===== src/rtl/execute_memory_register.sv =====
// Execute-to-Memory pipeline latch.
// Captures the datapath and control of the instruction leaving EX, owns the
// architectural {Z, V, N} flag register, resolves the writeback-to-store-data
// bypass, and freezes completely once a valid halt has been latched.
module execute_memory_register (
    input  logic        clk,
    input  logic        rst,
    input  logic        enable,
    input  logic        flush,
    input  logic        valid_ex,
    input  logic [3:0]  opcode_ex,
    input  logic [15:0] alu_out_ex,
    input  logic [15:0] rt_data_ex,
    input  logic [3:0]  rt_addr_ex,
    input  logic [15:0] next_pc_ex,
    input  logic [3:0]  write_reg_ex,
    input  logic        reg_write_ex,
    input  logic        mem_read_ex,
    input  logic        mem_write_ex,
    input  logic        mem_to_reg_ex,
    input  logic        halt_ex,
    input  logic        alu_z,
    input  logic        alu_v,
    input  logic        alu_n,
    input  logic        reg_write_wb,
    input  logic [3:0]  write_reg_wb,
    input  logic [15:0] wb_data,
    output logic [15:0] alu_out_xm,
    output logic [15:0] store_data_xm,
    output logic [15:0] next_pc_xm,
    output logic [3:0]  opcode_xm,
    output logic [3:0]  write_reg_xm,
    output logic        reg_write_xm,
    output logic        mem_read_xm,
    output logic        mem_write_xm,
    output logic        mem_to_reg_xm,
    output logic        halt_xm,
    output logic        valid_xm,
    output logic [2:0]  flags
);

    // Opcodes that touch the flag register.
    localparam logic [3:0] OP_ADD = 4'b0000;
    localparam logic [3:0] OP_SUB = 4'b0001;
    localparam logic [3:0] OP_XOR = 4'b0010;
    localparam logic [3:0] OP_SLL = 4'b0100;
    localparam logic [3:0] OP_SRA = 4'b0101;
    localparam logic [3:0] OP_ROR = 4'b0110;

    typedef enum logic {
        RUN    = 1'b0,
        HALTED = 1'b1
    } state_t;

    state_t      state_reg;
    state_t      state_next;

    // Per-edge actions derived from the state and the stage controls.
    logic        advance;
    logic        load_bubble;
    logic        flag_z_we;
    logic        flag_vn_we;

    // Store-data bypass.
    logic        store_bypass;
    logic [15:0] store_data_next;

    // Latched contents.
    logic [15:0] alu_out_reg;
    logic [15:0] store_data_reg;
    logic [15:0] next_pc_reg;
    logic [3:0]  opcode_reg;
    logic [3:0]  write_reg_reg;
    logic        reg_write_reg;
    logic        mem_read_reg;
    logic        mem_write_reg;
    logic        mem_to_reg_reg;
    logic        halt_reg;
    logic        valid_reg;
    logic [2:0]  flags_reg;

    // Flag bit order is {Z, V, N}; V and N share one write enable.
    logic [2:0]  flag_we;
    logic [2:0]  flag_in;

    // State register: RUN / HALTED, cleared only by reset.
    always_ff @(posedge clk or posedge rst) begin
        if (rst) begin
            state_reg <= RUN;
        end else begin
            state_reg <= state_next;
        end
    end

    // Next state: a valid halt that actually advances into the latch freezes it.
    always_comb begin
        state_next = state_reg;
        if (advance && valid_ex && halt_ex) begin
            state_next = HALTED;
        end
    end

    // Action decode: freeze beats flush, flush beats enable, otherwise hold.
    always_comb begin
        advance     = 1'b0;
        load_bubble = 1'b0;
        if (state_reg == RUN) begin
            if (flush) begin
                load_bubble = 1'b1;
            end else if (enable) begin
                advance = 1'b1;
            end
        end
        flag_vn_we = advance && valid_ex &&
                     ((opcode_ex == OP_ADD) || (opcode_ex == OP_SUB));
        flag_z_we  = advance && valid_ex &&
                     ((opcode_ex == OP_ADD) || (opcode_ex == OP_SUB) ||
                      (opcode_ex == OP_XOR) || (opcode_ex == OP_SLL) ||
                      (opcode_ex == OP_SRA) || (opcode_ex == OP_ROR));
    end

    // A store whose data register is being written back this cycle takes the
    // writeback value; register 0 is never forwarded.
    always_comb begin
        store_bypass    = mem_write_ex && reg_write_wb &&
                          (write_reg_wb == rt_addr_ex) &&
                          (write_reg_wb != 4'd0);
        store_data_next = store_bypass ? wb_data : rt_data_ex;
    end

    // Pipeline contents: bubble clears everything, advance captures EX.
    always_ff @(posedge clk or posedge rst) begin
        if (rst) begin
            alu_out_reg    <= 16'd0;
            store_data_reg <= 16'd0;
            next_pc_reg    <= 16'd0;
            opcode_reg     <= 4'd0;
            write_reg_reg  <= 4'd0;
            reg_write_reg  <= 1'b0;
            mem_read_reg   <= 1'b0;
            mem_write_reg  <= 1'b0;
            mem_to_reg_reg <= 1'b0;
            halt_reg       <= 1'b0;
            valid_reg      <= 1'b0;
        end else if (load_bubble) begin
            alu_out_reg    <= 16'd0;
            store_data_reg <= 16'd0;
            next_pc_reg    <= 16'd0;
            opcode_reg     <= 4'd0;
            write_reg_reg  <= 4'd0;
            reg_write_reg  <= 1'b0;
            mem_read_reg   <= 1'b0;
            mem_write_reg  <= 1'b0;
            mem_to_reg_reg <= 1'b0;
            halt_reg       <= 1'b0;
            valid_reg      <= 1'b0;
        end else if (advance) begin
            alu_out_reg    <= alu_out_ex;
            store_data_reg <= store_data_next;
            next_pc_reg    <= next_pc_ex;
            opcode_reg     <= opcode_ex;
            write_reg_reg  <= write_reg_ex;
            reg_write_reg  <= reg_write_ex;
            mem_read_reg   <= mem_read_ex;
            mem_write_reg  <= mem_write_ex;
            mem_to_reg_reg <= mem_to_reg_ex;
            halt_reg       <= halt_ex;
            valid_reg      <= valid_ex;
        end
    end

    assign flag_we = {flag_z_we, flag_vn_we, flag_vn_we};
    assign flag_in = {alu_z, alu_v, alu_n};

    // One flop per flag bit, each loading only when its opcode class updates it.
    generate
        for (genvar gi = 0; gi < 3; gi++) begin : g_flag
            always_ff @(posedge clk or posedge rst) begin
                if (rst) begin
                    flags_reg[gi] <= 1'b0;
                end else if (flag_we[gi]) begin
                    flags_reg[gi] <= flag_in[gi];
                end
            end
        end
    endgenerate

    assign alu_out_xm    = alu_out_reg;
    assign store_data_xm = store_data_reg;
    assign next_pc_xm    = next_pc_reg;
    assign opcode_xm     = opcode_reg;
    assign write_reg_xm  = write_reg_reg;
    assign reg_write_xm  = reg_write_reg;
    assign mem_read_xm   = mem_read_reg;
    assign mem_write_xm  = mem_write_reg;
    assign mem_to_reg_xm = mem_to_reg_reg;
    assign halt_xm       = halt_reg;
    assign valid_xm      = valid_reg;
    assign flags         = flags_reg;

endmodule


===== config.mk =====
export PLATFORM = sky130hd
export DESIGN_NAME = execute_memory_register
export DESIGN_NICKNAME = d
export VERILOG_FILES = /design/src/rtl/execute_memory_register.sv
export SDC_FILE = /design/constraint.sdc
export NUM_CORES = 1
export LEC_CHECK = 0
export BUFFER_PORTS_ARGS = -buffer_cell sky130_fd_sc_hd__buf_2
export CAP_MARGIN = 20
export CELL_PAD_IN_SITES_DETAIL_PLACEMENT = 1
export CELL_PAD_IN_SITES_GLOBAL_PLACEMENT = 1
export CORE_ASPECT_RATIO = 1.75
export CORE_MARGIN = 3
export CORE_UTILIZATION = 30
export CTS_CLUSTER_SIZE = 16
export DETAILED_ROUTE_END_ITERATION = 6
export GPL_TIMING_DRIVEN = 1
export PLACE_DENSITY_LB_ADDON = 0.1
export SYNTH_ARGS = -nofsm -noshare
export SYNTH_HDL_FRONTEND = slang
export SYNTH_SLANG_ARGS = --single-unit

===== constraint.sdc =====
create_clock -name clk -period 1.9 [get_ports clk]
set_input_delay 0.38 -clock clk [delete_from_list [all_inputs] [get_ports clk]]
set_output_delay 0.38 -clock clk [all_outputs]
set_load 0.005 [all_outputs]

# Yosys cells after proc, flatten, opt, wreduce, memory -nomap -nowiden
# Cells that the tools add are included.
dict set report totals {
  reg_bits 66
  output_inout_bits 65
}
dict set report op_classes {
  eq_ne 6
  n_mux 28
  reduce_logical 15
}
# operator n
set op_table {}
lappend op_table {{$mux 16} 7}
lappend op_table {{$mux 1} 17}
lappend op_table {{$mux 4} 4}
lappend op_table {{$eq 4x3->1 const B} 3}
lappend op_table {{$logic_and 1x1->1} 7}
lappend op_table {{$logic_or 1x1->1} 5}
lappend op_table {{$eq 4x1->1 const B} 1}
lappend op_table {{$eq 4x2->1 const B} 1}
lappend op_table {{$eq 4x4->1} 1}
lappend op_table {{$logic_not 4->1} 1}
lappend op_table {{$reduce_bool 4->1} 1}
lappend op_table {{$reduce_bool 2->1} 1}

# Depth between registers and ports, before layout
# Gate-level depths: netlist (run 1).
dict set report logic_depth {
  depth_word 7
  ltp_mapped 6
  depth_no_buf 4
}

# Worst setup path before layout (run 1)
# Ideal clock, no wire load.
dict set report synth_path {
  kind {input -> register}
  from {input rt_addr_ex[3]}
  to {register store_data_reg[0], in the netlist store_data_xm[0]}
  setup_ns 0.069
  arrival_time_ns 1.565
  required_time_ns 1.831
  path_slack_ns 0.266
  stages 5
  path_buffers 1
  path_cell_list {xor2_1 -> a211o_1 -> buf_6 -> or4_1 -> nand3_1}
}
dict set report synth_via {
  elab_chain_len 6
}
# item line_no
set synth_lines {}
lappend synth_lines {{from (decl)} 14} ;# input logic [3:0] rt_addr_ex,
lappend synth_lines {{$eq 4x4->1} 126} ;# (write_reg_wb == rt_addr_ex) &&
lappend synth_lines {{$logic_and 1x1->1} 125} ;# store_bypass = mem_write_ex && reg_write_wb &&
lappend synth_lines {{$logic_and 1x1->1} 126}
lappend synth_lines {{$mux 16} 128} ;# store_data_next = store_bypass ? wb_data : rt_data_ex;
lappend synth_lines {{$mux 16} 157} ;# end else if (advance) begin
lappend synth_lines {{$mux 16} 145} ;# end else if (load_bubble) begin
lappend synth_lines {{to (signal assigned)} 159} ;# store_data_reg <= store_data_next;
lappend synth_lines {{to (decl)} 70} ;# logic [15:0] store_data_reg;
# No other way between the ends. The select of a mux whose other input is x is not followed.
# A chain may end at the register's enable or synchronous reset.

# Worst setup path after layout (run 1)
dict set report layout_path {
  from {register state_reg}
  to {register store_data_reg[4], in the netlist store_data_xm[4]}
}
dict set report layout_via {
  elab_chain_len 2
  elab_cells_between_ends 4
  classes_between {3 x mux; 1 x reduce/logical}
}
# item line_no
set layout_lines {}
lappend layout_lines {{from (decl)} 55} ;# state_t state_reg;
lappend layout_lines {{from (signal assigned)} 91} ;# state_reg <= state_next;
lappend layout_lines {{$mux 1} 107} ;# if (state_reg == RUN) begin
lappend layout_lines {{$mux 16 or $reduce_bool 2->1 (tied branches)} -}
# Several ways; a longest one is shown, not always the timed one.

==> key figures, run 1 <==
Clock network
  • CTS Sinks: 66
  • Root buf cell: clkbuf_16
  • Clock Pin Slew Worst Setup and Hold Paths: 0.06 ns
  • Hold_buf cts: 0
  • Post-CTS Setup Bufs: 0
  • Post_cts resized: 0
  • Clock Latency Late Sink: 0.32 ns
  • CTS Buf Count: 9
  • Max Buffers Root-to-Sink: 2
  • Htree depth: 3
  • CTS tree: yes

Layout
  • Most frequent cells in the layout: buf_2 (158), dfrtp_1 (66), a22o_1 (45)
  • Diode count: 0
  • Commonest non-fill, non-tap cell in the layout: buf_2
  • Synthesis-to-finish area growth: 45.7%
  • NumNets Final: 486
  • Post-layout util: 45.5%
  • Share of layout cells above drive strength 1: 48.1%

Logic synthesis
  • Multiplexer share of the synthesized area: 1.17%
  • Compound-gate portion of the synthesized area: 24.2%
  • Post-Syn Area: 2880 sq um
  • Yosys reg bits: 66
  • Synth cell types: 26
  • Post-Synth XOR/XNOR Area: 0.913%
  • Syn Nets: 331
  • Yosys warns: 0
  • Synth Area in Simple Gates: 10.7%
  • Synth Area per Inst: 12.1 sq um
  • Adder-cell share of the synthesized area: 0%
  • Largest family of logic cells by synthesized area: compound AO/OA/AOI/OAI gates
  • Seq/Total Area, Yosys: 57.4%
  • Post-Syn Instances: 237

Route
  • Detailed-route via count: 2,724
  • Top sig layer: met4
  • Drt drc: 0
  • WL met3: 608 microns
  • Starting DRT DRC Count: 74
  • Drt total wl: 9000 microns
  • Vias per inst: 5.27
  • Met1 Wirelength: 3560 microns
  • Drt pass-1 iters: 4
  • DRT antenna net count: 0
  • DR WL/cell: 17.4 microns
  • Met2 WL: 4690 microns

Timing
  • Final worst-path cycle share: 90.3%
  • Fmax: 583 MHz
  • Setup WS post-layout: 0.184 ns
  • Final setup skew: 0.00611 ns
  • Final-report hold violation count: 0
  • Least-Margin Pin Slew: 0.497 ns
  • Minimum clock period: 1.72 ns
  • Final setup viols: 0
  • RSZ-0062 raised after global routing: false
  • Pins Over Slew Limit: 0
  • Slew margin rel.: 66.8%
  • Setup TNS: 0 ns

Die
  • Die W: 80.1 microns
  • Die Ht: 136 microns
  • Die Area: 10,900 sq um
  • Top Ports: 159
  • Core area: 9210 sq um
  • Initial core utilization: 31.3%
  • Rows: 46

Critical path
  • WP buf/inv: 2
  • Setup CP Type: reg2reg
  • Worst Path Required: 2.16 ns
  • Critical-path cell list: nor3b_4 > buf_4 > buf_12 > nand2_1 > or4_1 > nand3_1
  • Critical path peak fanout: 40
  • Worst setup EP type: flip-flop
  • Critical path launch point type: flip-flop
  • Slowest-stage cell, CP: dfrtp_1
  • Critical Path AT: 1.98 ns
  • CP top delay family: simple AND/OR/NAND/NOR gates
  • Worst path max stage delay: 0.42 ns

Placement
  • Place WS: 0.0801 ns
  • Final RePlAce weighted congestion: 0.656
  • IO buf count: 158
  • Detailed Place HPWL: 6420 microns

Global route
  • Total gr overflow: 0
  • Total GRT Usage: 16.9%
  • First-pass GRT wire length: 14,300 microns
  • Vias in the first global route: 2,839
  • Initial antenna violation count: 0
  • Largest net degree at the start of global routing: 67

Pwr
  • Comb power frac: 22.9%
  • P_int: 0.00382 W
  • Clock power share: 39.7%
  • Lkg Pwr: 2.14 nW
  • Sw Ratio: 26.5%
  • Worst vdd ir: 466 uV
  • PD cells: 1240 nW/um^2
  • Sequential share of power: 37.4%
  • Sw power: 0.00137 W

Worst hold path
  • Hold WC Path Type: in2async

Job
  • Max cap viols: 0

Status
  • Status: complete, no violations
==> power groups by stage <==
| stage | Sequential [W] | Clock [W] | Combinational [W] |
|---|---|---|---|
| finish | 0.00194 | 0.00206 | 0.00119 |
| CTS | 0.00195 | 0.00211 | 0.00122 |
| global placement | 0.00195 | 0 | 0.00119 |
| detailed placement | 0.00197 | 0 | 0.00121 |
| global route | 0.00199 | 0.00218 | 0.00131 |
| floorplan | 0.00198 | 0 | 0.000539 |
==> synth_stat cells (all sizes together) <==
library cell | n | area, sq um
a211o | 1 | 8.76
a211oi | 1 | 7.51
a21oi | 1 | 8.76
a22o | 45 | 394
a31o | 1 | 8.76
a32oi | 16 | 140
buf | 14 | 95.1
clkbuf | 9 | 43.8
clkinv | 1 | 3.75
dfrtp | 66 | 1650
dlygate4sd1 | 2 | 17.5
inv | 1 | 3.75
mux2 | 3 | 33.8
nand2 | 21 | 81.3
nand3 | 16 | 80.1
nor3b | 1 | 12.5
o211ai | 16 | 120
o21bai | 1 | 7.51
or3 | 1 | 6.26
or4 | 17 | 128
xnor2 | 2 | 17.5
xor2 | 1 | 8.76
==> through the flow <==
stage,total power (W),instance area (sq um),hold WS [ns],cells
2_1_floorplan,0.00252,2880,0.467,237
3_3_place_gp,0.00314,3820,0.464,501
3_5_place_dp,0.00317,3820,0.480,501
4_1_cts,0.00527,4190,0.151,517
5_1_grt,0.00549,4190,0.183,517
6_report,0.00519,4190,0.132,517
==> cell families after synthesis <==
| logic type | after synthesis |
|---|---|
| compound gates | 82 |
| xor+xnor | 3 |
| mux | 3 |
| buf+inv | 27 |
| simple gates | 56 |
| flops | 66 |
==> layer usage <==
| metal | vias to the layer above | global-route usage [%] |
|---|---|---|
| met5 | - | 0 |
| met4 | 0 | 6.20 |
| met3 | 9 | 4.13 |
| met2 | 112 | 29.0 |
| met1 | 1355 | 20.0 |
| li1 | 1248 | - |
==> path summary, 6_finish.rpt <==
path	from	to	slack [ns]	cells after the start
setup / recovery	state_reg	store_data_xm[4]	0.18	6
hold / removal	rst	alu_out_xm[0]	0.13	3
setup reg to reg	state_reg	store_data_xm[4]	0.18	6
hold reg to reg	valid_xm	valid_xm	0.49	2
max in group asynchronous	rst	store_data_xm[7]	1.46	3
min in group clk	alu_out_ex[0]	alu_out_xm[0]	0.27	2
==> worst min-delay path, delay by kind of cell <==
family | cells | cell delay (ns)
buf+inv | 3 | 0.48
==> area by class of cell <==
| type | instances | area, sq um |
|---|---|---|
| Clock buffer | 10 | 239 |
| Clock inverter | 6 | 138 |
| Fill cell | 1086 | 5010 |
| Inverter | 2 | 11.3 |
| Multi-Input combinational cell | 144 | 1080 |
| Sequential cell | 66 | 1650 |
| Tap cell | 120 | 150 |
| Timing Repair Buffer | 169 | 923 |
Note: power is estimated with default switching activity, not from simulation.
==> run 2, diff against run 1 <==
--- a/config.mk
+++ b/config.mk
@@ -11,7 +11,7 @@
 export CELL_PAD_IN_SITES_GLOBAL_PLACEMENT = 1
 export CORE_ASPECT_RATIO = 1.75
 export CORE_MARGIN = 3
-export CORE_UTILIZATION = 30
+export CORE_UTILIZATION = 35
 export CTS_CLUSTER_SIZE = 16
 export DETAILED_ROUTE_END_ITERATION = 6
 export GPL_TIMING_DRIVEN = 1
==> constraint.sdc (replaced) <==
create_clock -name clk -period 2.1 [get_ports clk]
set_input_delay 0.42 -clock clk [delete_from_list [all_inputs] [get_ports clk]]
set_output_delay 0.42 -clock clk [all_outputs]
set_load 0.005 [all_outputs]
==> run 2 against run 1 <==
  * Core utilization increased by 5.5 points
  * Combinational power decreased by 11%
  * Global-route usage increased by 1.9 points
  * Fmax decreased by 4.9%
  * Via count decreased by 2.1%
  * Flip-flop and latch count unchanged
  * Sequential power decreased by 9.8%
  * First-iteration DRC count increased by 66%
  * Die area decreased by 13%
  * Largest cell class unchanged
  * Highest routed layer unchanged
==> key figures, run 2 (synthesized netlist as in run 1, its figures left out) <==
Critical path
  • Worst setup EP type: flip-flop (unchanged)
  • Reg2reg end: store_data_xm[2] (was store_data_xm[4])
  • Worst Path Required: 2.35 ns (was 2.16 ns)
  • CP Launch Point: state_reg (unchanged)
  • Critical path peak fanout: 38 (was 40)
  • Setup CP Type: reg2reg (unchanged)
  • R2r setup slk: 0.30 ns (was 0.18 ns)
  • CP Capture Point: store_data_xm[2] (was store_data_xm[4])
  • Critical Path AT: 2.06 ns (was 1.98 ns)
  • Worst R2R Start: state_reg (unchanged)
  • Path depth of the worst reg2reg path: 5 (was 6)
  • Critical path launch point type: flip-flop (unchanged)

Clock network
  • Max Buffers Root-to-Sink: 2 (unchanged)
  • Post_cts resized: 0 (unchanged)
  • CTS tree: yes (unchanged)
  • CTS Buf Count: 9 (unchanged)
  • Clock Latency Late Sink: 0.31 ns (was 0.32 ns)
  • Clock Pin Slew Worst Setup and Hold Paths: 0.05 ns (was 0.06 ns)
  • Post-CTS Setup Bufs: 0 (unchanged)
  • Htree depth: 3 (unchanged)
  • CTS Sinks: 66 (unchanged)
  • Hold_buf cts: 0 (unchanged)
  • Root buf cell: clkbuf_16 (unchanged)

Worst hold path
  • Hold WC Path Type: in2async (unchanged)

Route
  • Drt drc: 0 (unchanged)
  • Vias per inst: 5.54 (was 5.27)
  • DRT antenna net count: 0 (unchanged)
  • Starting DRT DRC Count: 123 (was 74)
  • Met2 WL: 4440 microns (was 4690 microns)
  • Drt total wl: 8620 microns (was 9000 microns)
  • Top sig layer: met4 (unchanged)
  • Met1 Wirelength: 3370 microns (was 3560 microns)
  • Drt pass-1 iters: 4 (unchanged)
  • DR WL/cell: 17.9 microns (was 17.4 microns)
  • Detailed-route via count: 2,668 (was 2,724)
  • WL met3: 691 microns (was 608 microns)

Timing
  • Pins Over Slew Limit: 0 (unchanged)
  • Fmax: 554 MHz (was 583 MHz)
  • Least-Margin Pin Slew: 0.583 ns (was 0.497 ns)
  • Worst Hold Slack: 0.166 ns (was 0.132 ns)
  • Final-report hold violation count: 0 (unchanged)
  • RSZ-0062 raised after global routing: false (unchanged)
  • Slew margin rel.: 61.1% (was 66.8%)
  • Final setup skew: 0.00152 ns (was 0.00611 ns)
  • Setup TNS: 0 ns (unchanged)
  • Final setup viols: 0 (unchanged)
  • Final worst-path cycle share: 85.9% (was 90.3%)
  • Minimum clock period: 1.80 ns (was 1.72 ns)

Die
  • Initial core utilization: 36.2% (was 31.3%)
  • Rows: 43 (was 46)
  • Die Area: 9390 sq um (was 10,900 sq um)
  • Die W: 74.6 microns (was 80.1 microns)
  • Core area: 7960 sq um (was 9210 sq um)
  • Top Ports: 159 (unchanged)
  • Die Ht: 126 microns (was 136 microns)

Pwr
  • Lkg Pwr: 2.10 nW (was 2.14 nW)
  • Sw Ratio: 27.2% (was 26.5%)
  • PD cells: 1060 nW/um^2 (was 1240 nW/um^2)
  • Worst vdd ir: 464 uV (was 466 uV)
  • Sw power: 0.00118 W (was 0.00137 W)
  • Sequential share of power: 40.6% (was 37.4%)
  • P_int: 0.00315 W (was 0.00382 W)
  • Clock power share: 34.8% (was 39.7%)
  • Comb power frac: 24.6% (was 22.9%)

Layout
  • Share of layout cells above drive strength 1: 47.2% (was 48.1%)
  • Synthesis-to-finish area growth: 41.2% (was 45.7%)
  • Diode count: 0 (unchanged)
  • NumNets Final: 482 (was 486)
  • Most frequent cells in the layout: buf_2 (158), dfrtp_1 (66), a22o_1 (45) (unchanged)
  • Commonest non-fill, non-tap cell in the layout: buf_2 (unchanged)

Global route
  • Total GRT Usage: 18.8% (was 16.9%)
  • Total gr overflow: 0 (unchanged)
  • First-pass GRT wire length: 13,700 microns (was 14,300 microns)
  • Vias in the first global route: 2,802 (was 2,839)
  • Initial antenna violation count: 0 (unchanged)
  • Largest net degree at the start of global routing: 63 (was 67)

Placement
  • Final RePlAce weighted congestion: 0.756 (was 0.656)
  • IO buf count: 158 (unchanged)
  • Detailed Place HPWL: 6200 microns (was 6420 microns)

Job
  • Max cap viols: 0 (unchanged)

Status
  • Status: complete, no violations (unchanged)
## run 2: worst min-delay path by stage
stage | end | cells after the start | slack, ns | start
after floorplan | valid_xm | 2 | 0.47 | valid_xm
final | write_reg_xm[3] | 2 | 0.17 | rst
after global routing | alu_out_xm[10] | 2 | 0.21 | rst
after CTS | alu_out_xm[10] | 2 | 0.18 | rst
after global placement | valid_xm | 2 | 0.46 | valid_xm
after detailed placement | flags[0] | 1 | 0.48 | flags[0]
## run 2: final cells by class
class	instances	area, sq um
fill	900	3900
tap	90	113
clock inverter	2	35.0
inverter	2	7.51
timing repair buffer	165	906
clock buffer	13	270
sequential	66	1650
multi-input combinational	144	1080
## run 2: per-layer routing
layer | global-route usage [%] | up-vias
met5 | 0 | -
li1 | - | 1234
met2 | 31.4 | 107
met1 | 22.4 | 1316
met3 | 6.15 | 11
met4 | 5.77 | 0
## run 2: through the flow
step | cells | cell area, sq um | utilization (%) | total power, W | setup WS (ns)
2_1_floorplan | 237 | 2880 | - | 0.00228 | 0.0252
3_3_place_gp | 467 | 3760 | 47.2 | 0.00283 | 0.229
3_5_place_dp | 467 | 3760 | 47.2 | 0.00286 | 0.188
4_1_cts | 482 | 4060 | 51.0 | 0.00440 | 0.281
5_1_grt | 482 | 4060 | 51.0 | 0.00458 | 0.127
6_report | 482 | 4060 | 51.0 | 0.00432 | 0.296
## run 2: worst max-delay path, stage by stage (launching register included)
cell and delay (ns):
dfrtp_1 0.42, nor3b_4 0.31, buf_4 0.41, nand2_1 0.09
or4_1 0.40, nand3_1 0.09
## run 2: power by group through the flow
stage / clock network, W / registers [W] / logic (W)
after floorplan: 0 / 0.00180 / 0.000487
after global placement: 0 / 0.00176 / 0.00106
after detailed placement: 0 / 0.00178 / 0.00109
after CTS: 0.00154 / 0.00176 / 0.00109
after global routing: 0.00160 / 0.00180 / 0.00118
final: 0.00150 / 0.00175 / 0.00106
==> run 3, diff against run 2 <==
--- a/config.mk
+++ b/config.mk
@@ -11,7 +11,7 @@
 export CELL_PAD_IN_SITES_GLOBAL_PLACEMENT = 1
 export CORE_ASPECT_RATIO = 1.75
 export CORE_MARGIN = 3
-export CORE_UTILIZATION = 35
+export CORE_UTILIZATION = 33
 export CTS_CLUSTER_SIZE = 16
 export DETAILED_ROUTE_END_ITERATION = 6
 export GPL_TIMING_DRIVEN = 1
==> constraint.sdc (replaced) <==
create_clock -name clk -period 1.9 [get_ports clk]
set_input_delay 0.38 -clock clk [delete_from_list [all_inputs] [get_ports clk]]
set_output_delay 0.38 -clock clk [all_outputs]
set_load 0.005 [all_outputs]
==> run 3 against run 2 <==
  * Routed wire length is 3.1% higher
  * Core utilization decreased by 2.0 points
  * Register-to-register slack got worse by 0.11 ns
  * Via count grew 0.52%
  * First-iteration DRC count fell by 37%
  * Non-clock buffer count increased by 8
  * Design area up 1.6%
  * Largest cell class unchanged
  * Critical path type unchanged
  * Clock-buffer cell count decreased by 3
  * Clock skew is 0.0030 ns higher
  * Critical path depth shrank 1
==> key figures, run 3 (synthesized netlist as in run 1, its figures left out) <==
Die
  • Die Area: 9920 sq um (was 9390 sq um)
  • Rows: 44 (was 43)
  • Top Ports: 159 (unchanged)
  • Initial core utilization: 34.2% (was 36.2%)
  • Die W: 76.6 microns (was 74.6 microns)
  • Core area: 8420 sq um (was 7960 sq um)
  • Die Ht: 130 microns (was 126 microns)

Placement
  • DP Cell Count: 500 (was 467)
  • Final RePlAce weighted congestion: 0.716 (was 0.756)
  • IO buf count: 158 (unchanged)
  • Place WS: 0.0600 ns (was 0.188 ns)
  • Detailed Place HPWL: 6520 microns (was 6200 microns)

Route
  • DRT antenna net count: 0 (unchanged)
  • Vias per inst: 5.20 (was 5.54)
  • Drt drc: 0 (unchanged)
  • Top sig layer: met4 (unchanged)
  • WL met3: 510 microns (was 691 microns)
  • DR WL/cell: 17.2 microns (was 17.9 microns)
  • Drt total wl: 8890 microns (was 8620 microns)
  • Met2 WL: 4540 microns (was 4440 microns)
  • Starting DRT DRC Count: 77 (was 123)
  • Detailed-route via count: 2,682 (was 2,668)
  • Met1 Wirelength: 3710 microns (was 3370 microns)
  • Drt pass-1 iters: 4 (unchanged)

Critical path
  • Worst setup EP type: flip-flop (unchanged)
  • Critical path peak fanout: 3 (was 38)
  • Critical Path AT: 1.92 ns (was 2.06 ns)
  • Setup CP Type: reg2reg (unchanged)
  • Worst Path Required: 2.11 ns (was 2.35 ns)
  • Worst R2R Start: state_reg (unchanged)
  • Path depth of the worst reg2reg path: 4 (was 5)
  • R2r setup slk: 0.19 ns (was 0.30 ns)
  • Reg2reg end: flags[0] (was store_data_xm[2])
  • Critical path launch point type: flip-flop (unchanged)

Global route
  • Largest net degree at the start of global routing: 67 (was 63)
  • Total GRT Usage: 18.6% (was 18.8%)
  • Total gr overflow: 0 (unchanged)
  • Initial antenna violation count: 0 (unchanged)
  • First-pass GRT wire length: 14,600 microns (was 13,700 microns)
  • Vias in the first global route: 2,803 (was 2,802)

Timing
  • Final setup skew: 0.00455 ns (was 0.00152 ns)
  • Minimum clock period: 1.71 ns (was 1.80 ns)
  • Worst Hold Slack: 0.142 ns (was 0.166 ns)
  • Setup WS post-layout: 0.186 ns (was 0.296 ns)
  • Fmax: 583 MHz (was 554 MHz)
  • Slew margin rel.: 66.4% (was 61.1%)
  • Final worst-path cycle share: 90.2% (was 85.9%)
  • Pins Over Slew Limit: 0 (unchanged)
  • Final setup viols: 0 (unchanged)
  • Least-Margin Pin Slew: 0.502 ns (was 0.583 ns)
  • Final-report hold violation count: 0 (unchanged)
  • Setup TNS: 0 ns (unchanged)
  • RSZ-0062 raised after global routing: false (unchanged)

Clock network
  • Post-CTS Setup Bufs: 0 (unchanged)
  • Post_cts resized: 0 (unchanged)
  • Htree depth: 3 (unchanged)
  • CTS Sinks: 66 (unchanged)
  • CTS tree: yes (unchanged)
  • Root buf cell: clkbuf_16 (unchanged)
  • CTS Buf Count: 9 (unchanged)
  • Max Buffers Root-to-Sink: 2 (unchanged)
  • Hold_buf cts: 0 (unchanged)
  • Clock Pin Slew Worst Setup and Hold Paths: 0.05 ns (about the same)
  • Clock Latency Late Sink: 0.32 ns (was 0.31 ns)

Layout
  • NumNets Final: 490 (was 482)
  • Commonest non-fill, non-tap cell in the layout: buf_2 (unchanged)
  • Most frequent cells in the layout: buf_2 (158), dfrtp_1 (66), a22o_1 (45) (unchanged)
  • Synthesis-to-finish area growth: 43.4% (was 41.2%)
  • Share of layout cells above drive strength 1: 48.4% (was 47.2%)
  • Multi-input logic area: 1080 sq um (unchanged)
  • FF+latch area: 1650 sq um (unchanged)
  • Post-layout util: 49.0% (was 51.0%)
  • Diode count: 0 (unchanged)
  • Non-Filler Instances: 516 (was 482)
  • Fill cell count: 980 (was 900)

Pwr
  • PD cells: 1140 nW/um^2 (was 1060 nW/um^2)
  • Lkg Pwr: 2.12 nW (was 2.10 nW)
  • Worst vdd ir: 404 uV (was 464 uV)

Job
  • Max cap viols: 0 (unchanged)

Status
  • Status: complete, no violations (unchanged)

Worst hold path
  • Hold WC Path Type: in2async (unchanged)
==> run 3: cell count changes in the layout (fill, tap and decap cells not counted) <==
cell,previous run,this run
buf_12,5,4
clkinvlp_4,0,2
inv_2,1,0
clkbuf_8,3,0
clkinv_2,1,4
buf_4,2,11
==> run 3: worst max-delay path by stage <==
stage                   from  slack [ns]           endpoint  cells past startpoint
4_1_cts            state_reg        0.17           flags[0]                      4
3_5_place_dp   rt_addr_ex[3]        0.06  store_data_xm[10]                      6
3_3_place_gp   rt_addr_ex[3]        0.13   store_data_xm[3]                      6
2_1_floorplan  rt_addr_ex[3]        0.27   store_data_xm[0]                      5
5_1_grt            state_reg        0.09   store_data_xm[6]                      6
6_report           state_reg        0.19           flags[0]                      4
==> run 3: final cells by class <==
type	instances	share of cell area (%)
well taps	115	3.49
flip-flops and latches	66	40.0
multi-input cells	144	26.2
clock buffers	10	5.55
clock inverters	6	1.39
inverters	2	0.273
repair buffers	173	23.1
==> run 3: where the power goes <==
group | switching (W) | internal (W) | leakage, nW
clock | 0.000578 | 0.00100 | 0.142
sequential | 0.000183 | 0.00175 | 0.866
combinational | 0.000576 | 0.000626 | 1.11
total | 0.00134 | 0.00339 | 2.12
==> run 3: per-layer routing <==
layer / global-route usage (%) / vias up
li1: - / 1253
met1: 22.8 / 1315
met2: 31.6 / 104
met3: 4.87 / 10
met4: 6.83 / 0
met5: 0 / -
==> run 3: worst max-delay path: stages, from the launching register on <==
cell and delay [ns]:
dfrtp_1 0.43, nor3b_4 0.24, nand2_1 0.13, or4_1 0.47, mux2_1 0.34
==> run 3: metrics by stage <==
stage                     instance area [sq um]  total power, W
after global placement                     3840         0.00315
after floorplan                            2880         0.00252
after detailed placement                   3840         0.00319
after global routing                       4130         0.00503
after CTS                                  4130         0.00480
final                                      4130         0.00472
